$ cat src/rtl/i2c_tx_byte_controller_pkg.sv
// Shared I2C byte-controller definitions: state and step encodings, bit count.
// Used by both the transmit and receive byte controllers.
package i2c_pkg;

    localparam int TOTAL_BITS = 8;

    typedef enum logic [3:0] {
        ST_IDLE = 4'd0,
        ST_BIT1 = 4'd1,
        ST_BIT2 = 4'd2,
        ST_BIT3 = 4'd3,
        ST_BIT4 = 4'd4,
        ST_BIT5 = 4'd5,
        ST_BIT6 = 4'd6,
        ST_BIT7 = 4'd7,
        ST_BIT8 = 4'd8,
        ST_ACK  = 4'd9
    } state_e;

    typedef enum logic [1:0] {
        STEP_DRIVE  = 2'd0,
        STEP_SCL_HI = 2'd1,
        STEP_WAIT   = 2'd2,
        STEP_SCL_LO = 2'd3
    } step_e;

    function automatic logic is_bit_state(input state_e s);
        return (s >= ST_BIT1) && (s <= ST_BIT8);
    endfunction

endpackage

$ cat src/rtl/i2c_tx_byte_controller_stretch_timer.sv
// Tick counter for SCL clock-stretch supervision. Counts enabled ticks and
// pulses o_timeout on the LIMIT-th one; LIMIT = 0 never times out.
module i2c_stretch_timer #(
    parameter int LIMIT = 1023
) (
    input  logic i_clk,
    input  logic i_rst_n,
    input  logic i_en,
    input  logic i_clr,
    output logic o_timeout
);

    localparam int CNT_W = (LIMIT < 2) ? 1 : $clog2(LIMIT + 1);
    localparam logic [CNT_W-1:0] LAST = CNT_W'((LIMIT > 0) ? (LIMIT - 1) : 0);

    logic [CNT_W-1:0] cnt_q;

    assign o_timeout = (LIMIT != 0) && i_en && (cnt_q == LAST);

    // Count stretched ticks, saturating at the terminal value; clear wins.
    always_ff @(posedge i_clk or negedge i_rst_n) begin
        if (!i_rst_n) begin
            cnt_q <= '0;
        end else if (i_clr) begin
            cnt_q <= '0;
        end else if (i_en && (cnt_q != LAST)) begin
            cnt_q <= cnt_q + CNT_W'(1);
        end
    end

endmodule

$ cat src/rtl/i2c_tx_byte_controller.sv
// I2C master byte transmitter: 8 data bits MSB-first, then ACK sample on the
// 9th SCL pulse. Paced by i_tick, honours slave clock stretching.
// Optional macro I2C_TX_ARB_DETECT_EN adds arbitration-loss detection.
//
// state   | meaning
// --------+---------------------------------------------------------
// IDLE    | SCL held low (or released after error), waiting for start
// BIT1..8 | drive data bit, raise SCL, wait for SCL high, lower SCL
// ACK     | release SDA, raise SCL, sample slave ACK, lower SCL
module i2c_tx_byte_controller
    import i2c_pkg::*;
#(
    parameter int STRETCH_TIMEOUT = 1023
) (
    input  logic       i_clk,
    input  logic       i_rst_n,
    input  logic       i_tick,
    input  logic       i_tx_start,
    input  logic [7:0] i_tx_data,
    input  logic       i_scl,
    input  logic       i_sda,
    output logic       o_tx_done,
    output logic       o_ack,
    output logic       o_tx_error,
    output logic       o_busy,
    output logic       o_sda_disable,
    output logic       o_scl_disable,
    output logic       o_sda,
    output logic       o_scl
);

    state_e                  state_q;
    step_e                   step_q;
    logic [TOTAL_BITS-1:0]   shift_q;
    logic                    sda_q;
    logic                    scl_q;
    logic                    done_q;
    logic                    ack_q;
    logic                    err_q;
    logic                    release_q;   // lines left released in IDLE after an abort

    logic in_wait;
    logic stretch_timeout;
    logic arb_lost;

    assign in_wait = (is_bit_state(state_q) || (state_q == ST_ACK)) && (step_q == STEP_WAIT);

    i2c_stretch_timer #(
        .LIMIT(STRETCH_TIMEOUT)
    ) u_stretch_timer (
        .i_clk    (i_clk),
        .i_rst_n  (i_rst_n),
        .i_en     (in_wait && i_tick && !i_scl),
        .i_clr    (!in_wait),
        .o_timeout(stretch_timeout)
    );

`ifdef I2C_TX_ARB_DETECT_EN
    // We released SDA high but the line reads low: another master won.
    assign arb_lost = is_bit_state(state_q) && (step_q == STEP_WAIT) && i_tick
                      && i_scl && shift_q[TOTAL_BITS-1] && !i_sda;
`else
    assign arb_lost = 1'b0;
`endif

    // Byte sequencer: one step per tick, all line and status outputs registered.
    always_ff @(posedge i_clk or negedge i_rst_n) begin
        if (!i_rst_n) begin
            state_q   <= ST_IDLE;
            step_q    <= STEP_DRIVE;
            shift_q   <= '0;
            sda_q     <= 1'b1;
            scl_q     <= 1'b0;
            done_q    <= 1'b0;
            ack_q     <= 1'b0;
            err_q     <= 1'b0;
            release_q <= 1'b0;
        end else begin
            done_q <= 1'b0;
            err_q  <= 1'b0;
            case (state_q)
                ST_IDLE: begin
                    sda_q  <= 1'b1;
                    scl_q  <= 1'b0;
                    step_q <= STEP_DRIVE;
                    if (i_tx_start) begin
                        shift_q   <= i_tx_data;
                        ack_q     <= 1'b0;
                        release_q <= 1'b0;
                        state_q   <= ST_BIT1;
                    end
                end
                ST_BIT1, ST_BIT2, ST_BIT3, ST_BIT4,
                ST_BIT5, ST_BIT6, ST_BIT7, ST_BIT8, ST_ACK: begin
                    if (i_tick) begin
                        case (step_q)
                            STEP_DRIVE: begin
                                sda_q  <= (state_q == ST_ACK) ? 1'b1 : shift_q[TOTAL_BITS-1];
                                step_q <= STEP_SCL_HI;
                            end
                            STEP_SCL_HI: begin
                                scl_q  <= 1'b1;
                                step_q <= STEP_WAIT;
                            end
                            STEP_WAIT: begin
                                if (arb_lost || stretch_timeout) begin
                                    err_q     <= 1'b1;
                                    release_q <= 1'b1;
                                    sda_q     <= 1'b1;
                                    scl_q     <= 1'b0;
                                    step_q    <= STEP_DRIVE;
                                    state_q   <= ST_IDLE;
                                end else if (i_scl) begin
                                    if (state_q == ST_ACK) begin
                                        ack_q <= ~i_sda;
                                    end
                                    step_q <= STEP_SCL_LO;
                                end
                            end
                            STEP_SCL_LO: begin
                                scl_q  <= 1'b0;
                                step_q <= STEP_DRIVE;
                                if (state_q == ST_ACK) begin
                                    done_q  <= 1'b1;
                                    state_q <= ST_IDLE;
                                end else begin
                                    shift_q <= {shift_q[TOTAL_BITS-2:0], 1'b0};
                                    state_q <= state_e'(state_q + 4'd1);
                                end
                            end
                        endcase
                    end
                end
                default: begin
                    state_q <= ST_IDLE;
                    step_q  <= STEP_DRIVE;
                end
            endcase
        end
    end

    assign o_sda         = sda_q;
    assign o_scl         = scl_q;
    assign o_tx_done     = done_q;
    assign o_ack         = ack_q;
    assign o_tx_error    = err_q;
    assign o_busy        = (state_q != ST_IDLE);
    assign o_sda_disable = !is_bit_state(state_q);
    assign o_scl_disable = (state_q == ST_IDLE) ? release_q : scl_q;

endmodule

$ cat config.mk
export PLATFORM = sky130hd
export DESIGN_NAME = i2c_tx_byte_controller
export DESIGN_NICKNAME = d
export VERILOG_FILES = /design/src/rtl/i2c_tx_byte_controller_pkg.sv /design/src/rtl/i2c_tx_byte_controller_stretch_timer.sv /design/src/rtl/i2c_tx_byte_controller.sv
export SDC_FILE = /design/constraint.sdc
export NUM_CORES = 1
export LEC_CHECK = 0
export ABC_AREA = 1
export BUFFER_PORTS_ARGS = -buffer_cell sky130_fd_sc_hd__clkbuf_2
export CAP_MARGIN = 25
export CORE_MARGIN = 1
export CORE_UTILIZATION = 23
export CTS_BUF_LIST = sky130_fd_sc_hd__clkbuf_8
export CTS_CLUSTER_SIZE = 8
export DETAILED_ROUTE_END_ITERATION = 8
export HOLD_SLACK_MARGIN = 0.15
export PLACE_DENSITY = 0.45
export SLEW_MARGIN = 20
export SYNTH_ARGS = -nofsm -noshare
export SYNTH_HDL_FRONTEND = slang
export SYNTH_HIERARCHICAL = 1
export SYNTH_SLANG_ARGS = --single-unit
$ cat constraint.sdc
create_clock -name i_clk -period 6.35 [get_ports i_clk]
set_input_delay 0.9525 -clock i_clk [delete_from_list [all_inputs] [get_ports i_clk]]
set_output_delay 0.9525 -clock i_clk [all_outputs]
set_load 0.01 [all_outputs]
==> results of run 1 <==
## logic make-up after synthesis
group / count (synthesis) / share of synthesized area
AOI/OAI and AO/OA: 11 / 0.0401
adders and majority gates: 2 / 0.0127
and+or+nand+nor: 195 / 0.471
DFF: 30 / 0.383
buffers and inverters: 27 / 0.0700
xor gates and xnor gates: 4 / 0.0178
muxes: 1 / 0.00573
## critical path: cells and delay by family, from the launching register on
family | cells | cell delay (ns)
AND/OR/NAND/NOR | 2 | 0.39
flip-flops | 1 | 0.46
AO/OA/AOI/OAI | 1 | 0.59
buffers and inverters | 2 | 0.32
## registers in the layout, indices dropped and copies added (netlist names)
register,cells
u_stretch_timer/cnt_q,10
shift_q,8
state_q,4
step_q,2
o_ack,1
o_scl,1
o_sda,1
o_tx_done,1
o_tx_error,1
release_q,1
## worst paths after layout
path                            cells past startpoint       start                        to  slack, ns
worst min register to register                      2       o_sda                     o_sda       0.47
min in group asynchronous                           1     i_rst_n  u_stretch_timer/cnt_q[6]       0.76
worst max register to register                     14  state_q[2]                state_q[0]       3.37
max in group asynchronous                           1     i_rst_n                 o_tx_done       5.07
worst max-delay path                                5  state_q[2]             o_sda_disable       3.35
worst min-delay path                                2       o_sda                     o_sda       0.47
## cells in the mapped netlist
cell | count | area [um2]
a21oi_1 | 3 | 15.0
a21oi_2 | 1 | 8.76
a21oi_4 | 1 | 16.3
a31oi_1 | 1 | 6.26
buf_4 | 1 | 7.51
buf_6 | 4 | 45.0
dfrtp_1 | 29 | 726
dfstp_2 | 1 | 26.3
ha_1 | 2 | 25.0
inv_1 | 20 | 75.1
inv_2 | 1 | 3.75
inv_4 | 1 | 6.26
mux2_2 | 1 | 11.3
nand2_1 | 105 | 394
nand2_2 | 3 | 18.8
nand2_4 | 3 | 33.8
nand3_1 | 40 | 200
nand3_2 | 3 | 30.0
nand3b_1 | 3 | 22.5
nand4_1 | 5 | 31.3
nor2_1 | 19 | 71.3
nor2_2 | 4 | 25.0
nor2_4 | 5 | 56.3
nor2_8 | 1 | 20.0
nor3_1 | 2 | 10.0
o21ai_0 | 3 | 15.0
o21ai_2 | 2 | 17.5
or2_2 | 2 | 12.5
xor2_1 | 4 | 35.0
## where the power goes
group,switching (mW),internal (mW),leakage [nW]
Clock,0.0711,0.0722,0.0466
Combinational,0.244,0.118,0.736
Sequential,0.0357,0.240,0.399
Total,0.350,0.430,1.18
## routing by layer
| metal | vias up | part of all wire | routed length, um |
|---|---|---|---|
| met5 | - | 0 | 0 |
| li1 | 906 | - | - |
| met4 | 0 | 0.017 | 82 |
| met2 | 45 | 0.42 | 2030 |
| met3 | 9 | 0.046 | 220 |
| met1 | 822 | 0.51 | 2470 |
## layout by cell type, fill, tap and decap left out, types with 3 or more instances in the layout
master	count
clkbuf_8	5
a21oi_1	3
nand2_1	105
inv_1	22
nand4_1	5
clkbuf_2	21
o21ai_0	3
nand2_4	3
nor2_4	5
nor2_2	4
xor2_1	4
nand2_2	3
nor2_1	19
nand3_1	40
nand3b_1	3
nand3_2	3
dfrtp_1	29
## stage by stage
| stage | area [um2] | setup slack (ns) | hold WS (ns) | utilization |
|---|---|---|---|---|
| global route | 2230 | 3.07 | 0.481 | 0.270 |
| CTS | 2230 | 3.38 | 0.472 | 0.270 |
| floorplan | 1970 | 4.15 | 0.438 | - |
| finish | 2230 | 3.35 | 0.469 | 0.270 |
| detailed placement | 2150 | 3.43 | 0.461 | 0.260 |
| global placement | 2150 | 3.49 | 0.455 | 0.260 |
## layout make-up
| cell class | count | area, um2 | area share |
|---|---|---|---|
| clock buffers | 5 | 68.8 | 0.0309 |
| clock inverters | 2 | 7.51 | 0.00337 |
| inverters | 22 | 85.1 | 0.0382 |
| multi-input cells | 213 | 1080 | 0.483 |
| flip-flops and latches | 30 | 752 | 0.338 |
| well taps | 105 | 131 | 0.0590 |
| repair buffers | 21 | 105 | 0.0472 |
==> flow_metrics.py, run 1 <==
metrics = {
    "outcome": {
        "status": "complete, no violations",
    },
    "route": {
        "drt_iter0_drc": 72,
        "num_vias": 1782,
        "wire_per_inst_um": 12.1,
        "avgViaCountPerCell": 4.48,
        "drc": 0,
        "finalWirelength_um": 4800,
        "drt_first_pass_iters": 5,
        "drtAntennaViolNets": 0,
    },
    "floorplanning": {
        "dieHeight_um": 94.4,
        "die_area_um2": 8920,
        "io_pins": 22,
        "core.rowCount": 33,
        "design.core.area_um2": 8260,
        "start_util": 0.238,
        "fp.dieW_um": 94.4,
    },
    "critical_path": {
        "criticalPathCategory": "reg -> out",
        "slowest_delay_ns": 0.59,
        "end_kind": "primary output",
        "arrival_ns": 2.05,
        "path_cells": "o21ai_2 -> nand2_4 -> inv_4 -> nand2_1 -> clkbuf_2",
        "critPathRequiredTime_ns": 5.40,
        "path_max_fanout": 17,
        "critPathLaunchType": "flop",
        "cp_slowest_cell": "o21ai_2",
    },
    "cts": {
        "clk_path_buf_depth": 2,
        "post_cts_resized": 0,
        "post_cts_buffers": 0,
        "cts_root_buf": "clkbuf_8",
        "htree_levels": 2,
        "numCtsBuffers": 5,
        "ctsHoldBuffers": 0,
        "insertion_delay_ns": 0.28,
        "clkTransAtPathRegs_ns": 0.07,
        "clock-sinks": 30,
        "cts_tree": "yes",
    },
    "cells_and_area": {
        "stdcell_count": 398,
        "n_antenna_cell": 0,
        "synthToLayoutAreaGrowth_pct": 13.2,
        "final_net_count": 309,
        "n_fill_cell": 937,
        "drive_gt1_frac": 0.188,
    },
    "logic_synthesis": {
        "yosysWarnings": 6,
        "syn-cell-area_um2": 1970,
        "ys_types": 29,
        "syn_avg_cell_area_um2": 7.28,
        "synth_nets": 286,
        "ys_ff_latch": 30,
        "synthCells": 270,
        "seq_area_frac_synth": 0.383,
    },
    "placement": {
        "dpl.cell_count": 391,
        "gp_congestion": 0.866,
        "numPortBuffers": 21,
        "dp_hpwl_um": 3340,
    },
    "grt": {
        "grt_max_degree": 31,
        "grt_pass1_wl_um": 7910,
        "antenna_found_initial": 0,
        "gr-usage-met1": 0.166,
        "use_met2": 0.166,
        "busiest_layer": "met2",
        "grtUsageMet3": 0.0290,
        "grt_usage": 0.116,
        "grt_pass1_vias": 1635,
        "overflow": 0,
    },
    "timing": {
        "max_freq_mhz": 333,
        "setup_tns_ns": 0,
        "slew_headroom": 0.453,
        "skew_ns": 0.00758,
        "grt_setup_unrepaired": "false",
        "tightest_slew_ns": 0.821,
        "setup_viol": 0,
        "finalHoldViolCount": 0,
        "post-route-period-util": 0.473,
        "fin_crit_ns": 3.00,
        "maxSlewViolCount": 0,
    },
    "pwr": {
        "power_uw": 780,
        "p_leak_nw": 1.18,
        "power.density_nw_per_um2": 351,
        "irDropWorstVdd_v": 0.000132,
    },
    "hold_path": {
        "hp-class": "reg -> reg",
    },
    "flow_run": {
        "max_cap_viol_count": 0,
    },
}
No activity file was read; power rests on OpenSTA's default activity.
==> run 2, diff against run 1 <==
ABC_AREA = 0   (was 1)
PLACE_DENSITY = 0.46   (was 0.45)
clock period = 2.8 ns   (was 6.35 ns; I/O delays follow)
==> run 2 against run 1 <==
Core utilization rose by 0.76 points. Sequential power rose to 2.6 times the previous value. Power rose by 120%. Via count fell by 24%. Largest power group is now sequential cells.
==> flow_metrics.py, run 2 <==
metrics = {
    "outcome": {
        "status": "complete, no violations",
    },
    "timing": {
        "skew_ns": 0.0104,
        "max_freq_mhz": 409,
        "fin_crit_ns": 2.45,
        "setup_tns_ns": 0,
        "tightest_slew_ns": 0.786,
        "setup_viol": 0,
        "maxSlewViolCount": 0,
        "finalHoldViolCount": 0,
        "slew_headroom": 0.476,
        "grt_setup_unrepaired": "false",
        "setup_slack_ns": 0.354,
        "post-route-period-util": 0.874,
    },
    "floorplanning": {
        "die_area_um2": 8020,
        "design.core.area_um2": 7330,
        "core.rowCount": 31,
        "fp.dieW_um": 89.6,
        "start_util": 0.240,
        "dieHeight_um": 89.6,
        "io_pins": 22,
    },
    "placement": {
        "dp_slack_ns": 0.359,
        "dp_hpwl_um": 2720,
        "gp_congestion": 0.787,
        "numPortBuffers": 21,
        "place_area_um2": 1940,
    },
    "grt": {
        "overflow": 0,
        "grt_pass1_wl_um": 6590,
        "grt_max_degree": 31,
        "antenna_found_initial": 0,
        "grt_pass1_vias": 1324,
        "grt_usage": 0.108,
    },
    "logic_synthesis": {
        "ys_ff_latch": 30,
        "synth.most_common_cell": "dfrtp_1",
        "syn-cell-area_um2": 1760,
        "synth_nets": 195,
        "yosysWarnings": 6,
        "synthTopCellsByArea": "dfrtp_1 (41%), mux2_2 (7.7%), nor2_1 (3.0%), nand2_1 (2.8%), o21ai_0 (2.6%)",
        "synth_commonest_cells": "dfrtp_1 (29), nor2_1 (14), nand2_1 (13)",
        "seq_area_frac_synth": 0.427,
        "synth_top_area_frac": 0.412,
        "syn_avg_cell_area_um2": 9.85,
        "synth_edf_count": 0,
        "ys_types": 50,
        "synth_top_area_cell": "dfrtp_1",
        "synthFlopType": "dfrtp_1",
        "synth-async-reset-ratio": 1.00,
        "synthCells": 179,
    },
    "cts": {
        "cts_tree": "yes",
        "htree_levels": 2,
        "clk_path_buf_depth": 2,
        "post_cts_buffers": 0,
        "numCtsBuffers": 5,
        "clock-sinks": 30,
        "cts_root_buf": "clkbuf_8",
        "ctsHoldBuffers": 0,
        "clkTransAtPathRegs_ns": 0.07,
        "insertion_delay_ns": 0.29,
        "post_cts_resized": 0,
    },
    "critical_path": {
        "end_kind": "flop",
        "critPathRequiredTime_ns": 2.95,
        "critPathLaunchType": "flop",
        "criticalPathCategory": "reg -> reg",
        "cp-startpoint": "state_q[1]",
        "arrival_ns": 2.59,
        "reg2reg_from": "state_q[1]",
        "path_max_fanout": 12,
    },
    "route": {
        "drt_iter0_drc": 100,
        "finalWirelength_um": 3820,
        "drt_first_pass_iters": 4,
        "drtAntennaViolNets": 0,
        "avgViaCountPerCell": 4.53,
        "num_vias": 1354,
        "wire_per_inst_um": 12.8,
        "drc": 0,
    },
    "cells_and_area": {
        "largest_reg_flops": 10,
        "final_common_cell": "dfrtp_1",
        "final_net_count": 215,
        "mostFrequentLayoutCells": "dfrtp_1 (29), clkbuf_2 (21), nor2_1 (14)",
        "synthToLayoutAreaGrowth_pct": 15.3,
        "fin_area_um2": 2030,
        "top_regs": "u_stretch_timer/cnt_q (10), shift_q (8), state_q (4)",
        "drive_gt1_frac": 0.265,
        "n_antenna_cell": 0,
        "regMostFlops": "u_stretch_timer/cnt_q",
    },
    "hold_path": {
        "hp-class": "in -> async",
    },
    "pwr": {
        "irDropWorstVdd_v": 0.000202,
        "p_leak_nw": 0.853,
        "power_mw": 1.68,
        "power.density_nw_per_um2": 828,
    },
    "flow_run": {
        "max_cap_viol_count": 0,
    },
}
run 2: through the flow:
step                utilization  hold slack [ns]  std cells
finish                    0.277            0.200        299
CTS                       0.277            0.229        299
floorplan                     -            0.124        179
detailed placement        0.265            0.475        291
global placement          0.265            0.468        291
global route              0.277            0.266        299
run 2: power breakdown:
part           internal [mW]  total (mW)  switching (mW)
clock                  0.194       0.363           0.169
sequential             0.559       0.724           0.165
combinational          0.290       0.596           0.307
total                   1.04        1.68           0.640
run 2: routing by layer:
metal / up-vias / global-route usage / wire length (um)
met5: - / 0 / 0
met4: 0 / 0.0433 / 68
met3: 5 / 0.0314 / 154
met2: 28 / 0.158 / 1700
met1: 636 / 0.150 / 1890
li1: 685 / - / -
run 2: area by class of cell:
type / count / area (um2)
Clock buffer: 6 / 82.6
Clock inverter: 2 / 8.76
Fill cell: 788 / 5300
Inverter: 10 / 37.5
Multi-Input combinational cell: 128 / 900
Sequential cell: 30 / 752
Tap cell: 99 / 124
Timing Repair Buffer: 24 / 128
run 2: final timing paths:
| kind | end | cells past startpoint | slack (ns) |
|---|---|---|---|
| hold / removal | o_tx_done | 1 | 0.20 |
| max in group asynchronous | o_tx_error | 1 | 2.09 |
| hold reg to reg | o_ack | 2 | 0.48 |
| setup reg to reg | state_q[1] | 9 | 0.35 |
| setup / recovery | state_q[1] | 9 | 0.35 |
| min in group i_clk | o_ack | 2 | 0.32 |
run 2: kinds of logic (layout without fill, tap and decap cells):
group                      count (synthesis)  in the layout  synth area share
AOI/OAI and AO/OA                         42             42             0.164
xor gates and xnor gates                   7              7            0.0348
adders and majority gates                  2              2            0.0142
buffers and inverters                     21             42            0.0632
DFF                                       30             30             0.427
muxes                                     16             16            0.0994
and+or+nand+nor                           61             61             0.198
run 2: worst max-delay path, stage by stage (launching register included):
cell,delay [ns]
dfrtp_1,0.66
nor4_4,0.07
inv_1,0.14
nand4_1,0.14
nor3_1,0.24
inv_1,0.10
nor2_1,0.33
o211ai_1,0.25
a31oi_1,0.27
a211oi_1,0.10
==> run 3, diff against run 2 <==
==> constraint.sdc (replaced) <==
create_clock -name i_clk -period 2.8 [get_ports i_clk]
set_input_delay 0.14 -clock i_clk [delete_from_list [all_inputs] [get_ports i_clk]]
set_output_delay 0.14 -clock i_clk [all_outputs]
set_load 0.01 [all_outputs]
==> run 3 against run 2 <==
Via count grew 0.96%. Non-clock buffer count increased by 3. Count of clock-buffer cells in the layout did not move. Sequential power barely moved. Critical path depth unchanged. Cell area rose by 1.5%. Global-route usage is the same. Power rose by 0.34%. Cell count grew 1.0%. First-iteration DRC count is 2.0% higher. Wire length is 0.42% higher. Die area is the same. Highest routed layer unchanged.
==> flow_metrics.py, run 3 (synthesis results as in run 2) <==
metrics = {
    "outcome": {
        "status": "complete, no violations",
    },
    "critical_path": {
        "arrival_ns": 2.62,
        "cp_slowest_cell": "dfrtp_1",
        "path_common_cell": "inv_1",
        "reg2reg_from": "state_q[1]",
        "path_cells": "nor4_4 -> inv_1 -> nand4_1 -> nor3_1 -> inv_1 -> nor2_1 -> o211ai_1 -> a31oi_1 -> a211oi_1",
        "slowest_delay_ns": 0.66,
        "path_max_fanout": 12,
        "criticalPathCategory": "reg -> reg",
        "critPathRequiredTime_ns": 2.95,
        "critPathLaunchType": "flop",
        "cp-startpoint": "state_q[1]",
        "end_kind": "flop",
    },
    "route": {
        "drt_first_pass_iters": 4,
        "drt_iter0_drc": 102,
        "num_vias": 1367,
        "avgViaCountPerCell": 4.53,
        "drtAntennaViolNets": 0,
        "finalWirelength_um": 3830,
        "drc": 0,
        "wire_per_inst_um": 12.7,
    },
    "floorplanning": {
        "dieHeight_um": 89.6,
        "io_pins": 22,
        "fp.dieW_um": 89.6,
        "start_util": 0.240,
        "die_area_um2": 8020,
        "design.core.area_um2": 7330,
        "core.rowCount": 31,
    },
    "timing": {
        "setup_viol": 0,
        "skew_ns": 0.0102,
        "post-route-period-util": 0.882,
        "slew_headroom": 0.481,
        "whs_ns": 0.159,
        "fin_crit_ns": 2.47,
        "grt_setup_unrepaired": "false",
        "maxSlewViolCount": 0,
        "max_freq_mhz": 405,
        "setup_tns_ns": 0,
        "finalHoldViolCount": 0,
        "tightest_slew_ns": 0.778,
        "setup_slack_ns": 0.330,
    },
    "cells_and_area": {
        "fin_area_um2": 2060,
        "largest_reg_flops": 10,
        "n_antenna_cell": 0,
        "regMostFlops": "u_stretch_timer/cnt_q",
        "final_common_cell": "dfrtp_1",
        "final_net_count": 218,
        "top_regs": "u_stretch_timer/cnt_q (10), shift_q (8), state_q (4)",
        "synthToLayoutAreaGrowth_pct": 17.0,
        "mostFrequentLayoutCells": "dfrtp_1 (29), clkbuf_2 (21), nor2_1 (14)",
        "drive_gt1_frac": 0.261,
    },
    "placement": {
        "numPortBuffers": 21,
        "dp_hpwl_um": 2720,
        "place_area_um2": 1940,
        "dp_slack_ns": 0.359,
        "gp_congestion": 0.787,
    },
    "cts": {
        "clkTransAtPathRegs_ns": 0.07,
        "post_cts_buffers": 0,
        "post_cts_resized": 0,
        "cts_root_buf": "clkbuf_8",
        "numCtsBuffers": 5,
        "htree_levels": 2,
        "clk_path_buf_depth": 2,
        "clock-sinks": 30,
        "cts_tree": "yes",
        "insertion_delay_ns": 0.29,
    },
    "grt": {
        "overflow": 0,
        "grt_pass1_wl_um": 6590,
        "grt_pass1_vias": 1324,
        "antenna_found_initial": 0,
        "grt_usage": 0.108,
        "grt_max_degree": 31,
    },
    "pwr": {
        "irDropWorstVdd_v": 0.000201,
        "p_leak_nw": 0.866,
        "power.density_nw_per_um2": 819,
    },
    "hold_path": {
        "hp-class": "in -> reg",
        "holdCritStartpoint": "i_tx_data[7]",
    },
    "flow_run": {
        "max_cap_viol_count": 0,
    },
}
run 3: cell types whose count changed in the layout (fill, tap and decap cells not counted), sizes merged:
cell | before | now
dlygate4sd3 | 0 | 3
run 3: worst max-delay path: cells and delay by family (launching register included):
| family | cells | cell delay (ns) |
|---|---|---|
| buffers and inverters | 2 | 0.24 |
| DFF | 1 | 0.66 |
| and+or+nand+nor | 4 | 0.79 |
| AOI/OAI and AO/OA | 3 | 0.62 |
run 3: area by class of cell:
| class | count | area [um2] |
|---|---|---|
| Tap cell | 99 | 124 |
| Timing Repair Buffer | 27 | 158 |
| Clock inverter | 2 | 8.76 |
| Multi-Input combinational cell | 128 | 900 |
| Fill cell | 783 | 5270 |
| Inverter | 10 | 37.5 |
| Clock buffer | 6 | 82.6 |
| Sequential cell | 30 | 752 |
run 3: path summary, 6_finish.rpt:
| check | to | slack (ns) | cells after the start |
|---|---|---|---|
| max reg2reg | state_q[1] | 0.33 | 9 |
| min | shift_q[7] | 0.16 | 3 |
| max | state_q[1] | 0.33 | 9 |
| min reg2reg | o_ack | 0.48 | 2 |
| min in group asynchronous | o_tx_done | 0.46 | 2 |
| max in group asynchronous | o_tx_error | 1.84 | 2 |
run 3: metal layers:
layer  track usage  share of wire  routed length, um
met4        0.0433          0.018                 68
met5             0              0                  0
met2         0.158           0.44               1690
met1         0.149           0.51               1940
met3        0.0314          0.035                134
run 3: through the flow:
| step | power, mW | std cells | util |
|---|---|---|---|
| after floorplan | 1.18 | 179 | - |
| after global placement | 1.35 | 291 | 0.265 |
| after detailed placement | 1.34 | 291 | 0.265 |
| after CTS | 1.72 | 302 | 0.281 |
| after global routing | 1.83 | 302 | 0.281 |
| final | 1.69 | 302 | 0.281 |
run 3: power by group:
part	leakage [nW]	switching, mW	internal, mW
registers	0.390	0.167	0.559
clock network	0.0524	0.169	0.194
logic	0.423	0.307	0.292
run 3: what timing repair did:
item                                    in CTS  in global routing
endpoints found under the hold margin       31                  0
endpoints found under the setup margin       0                  0
hold buffers                                 3                  0
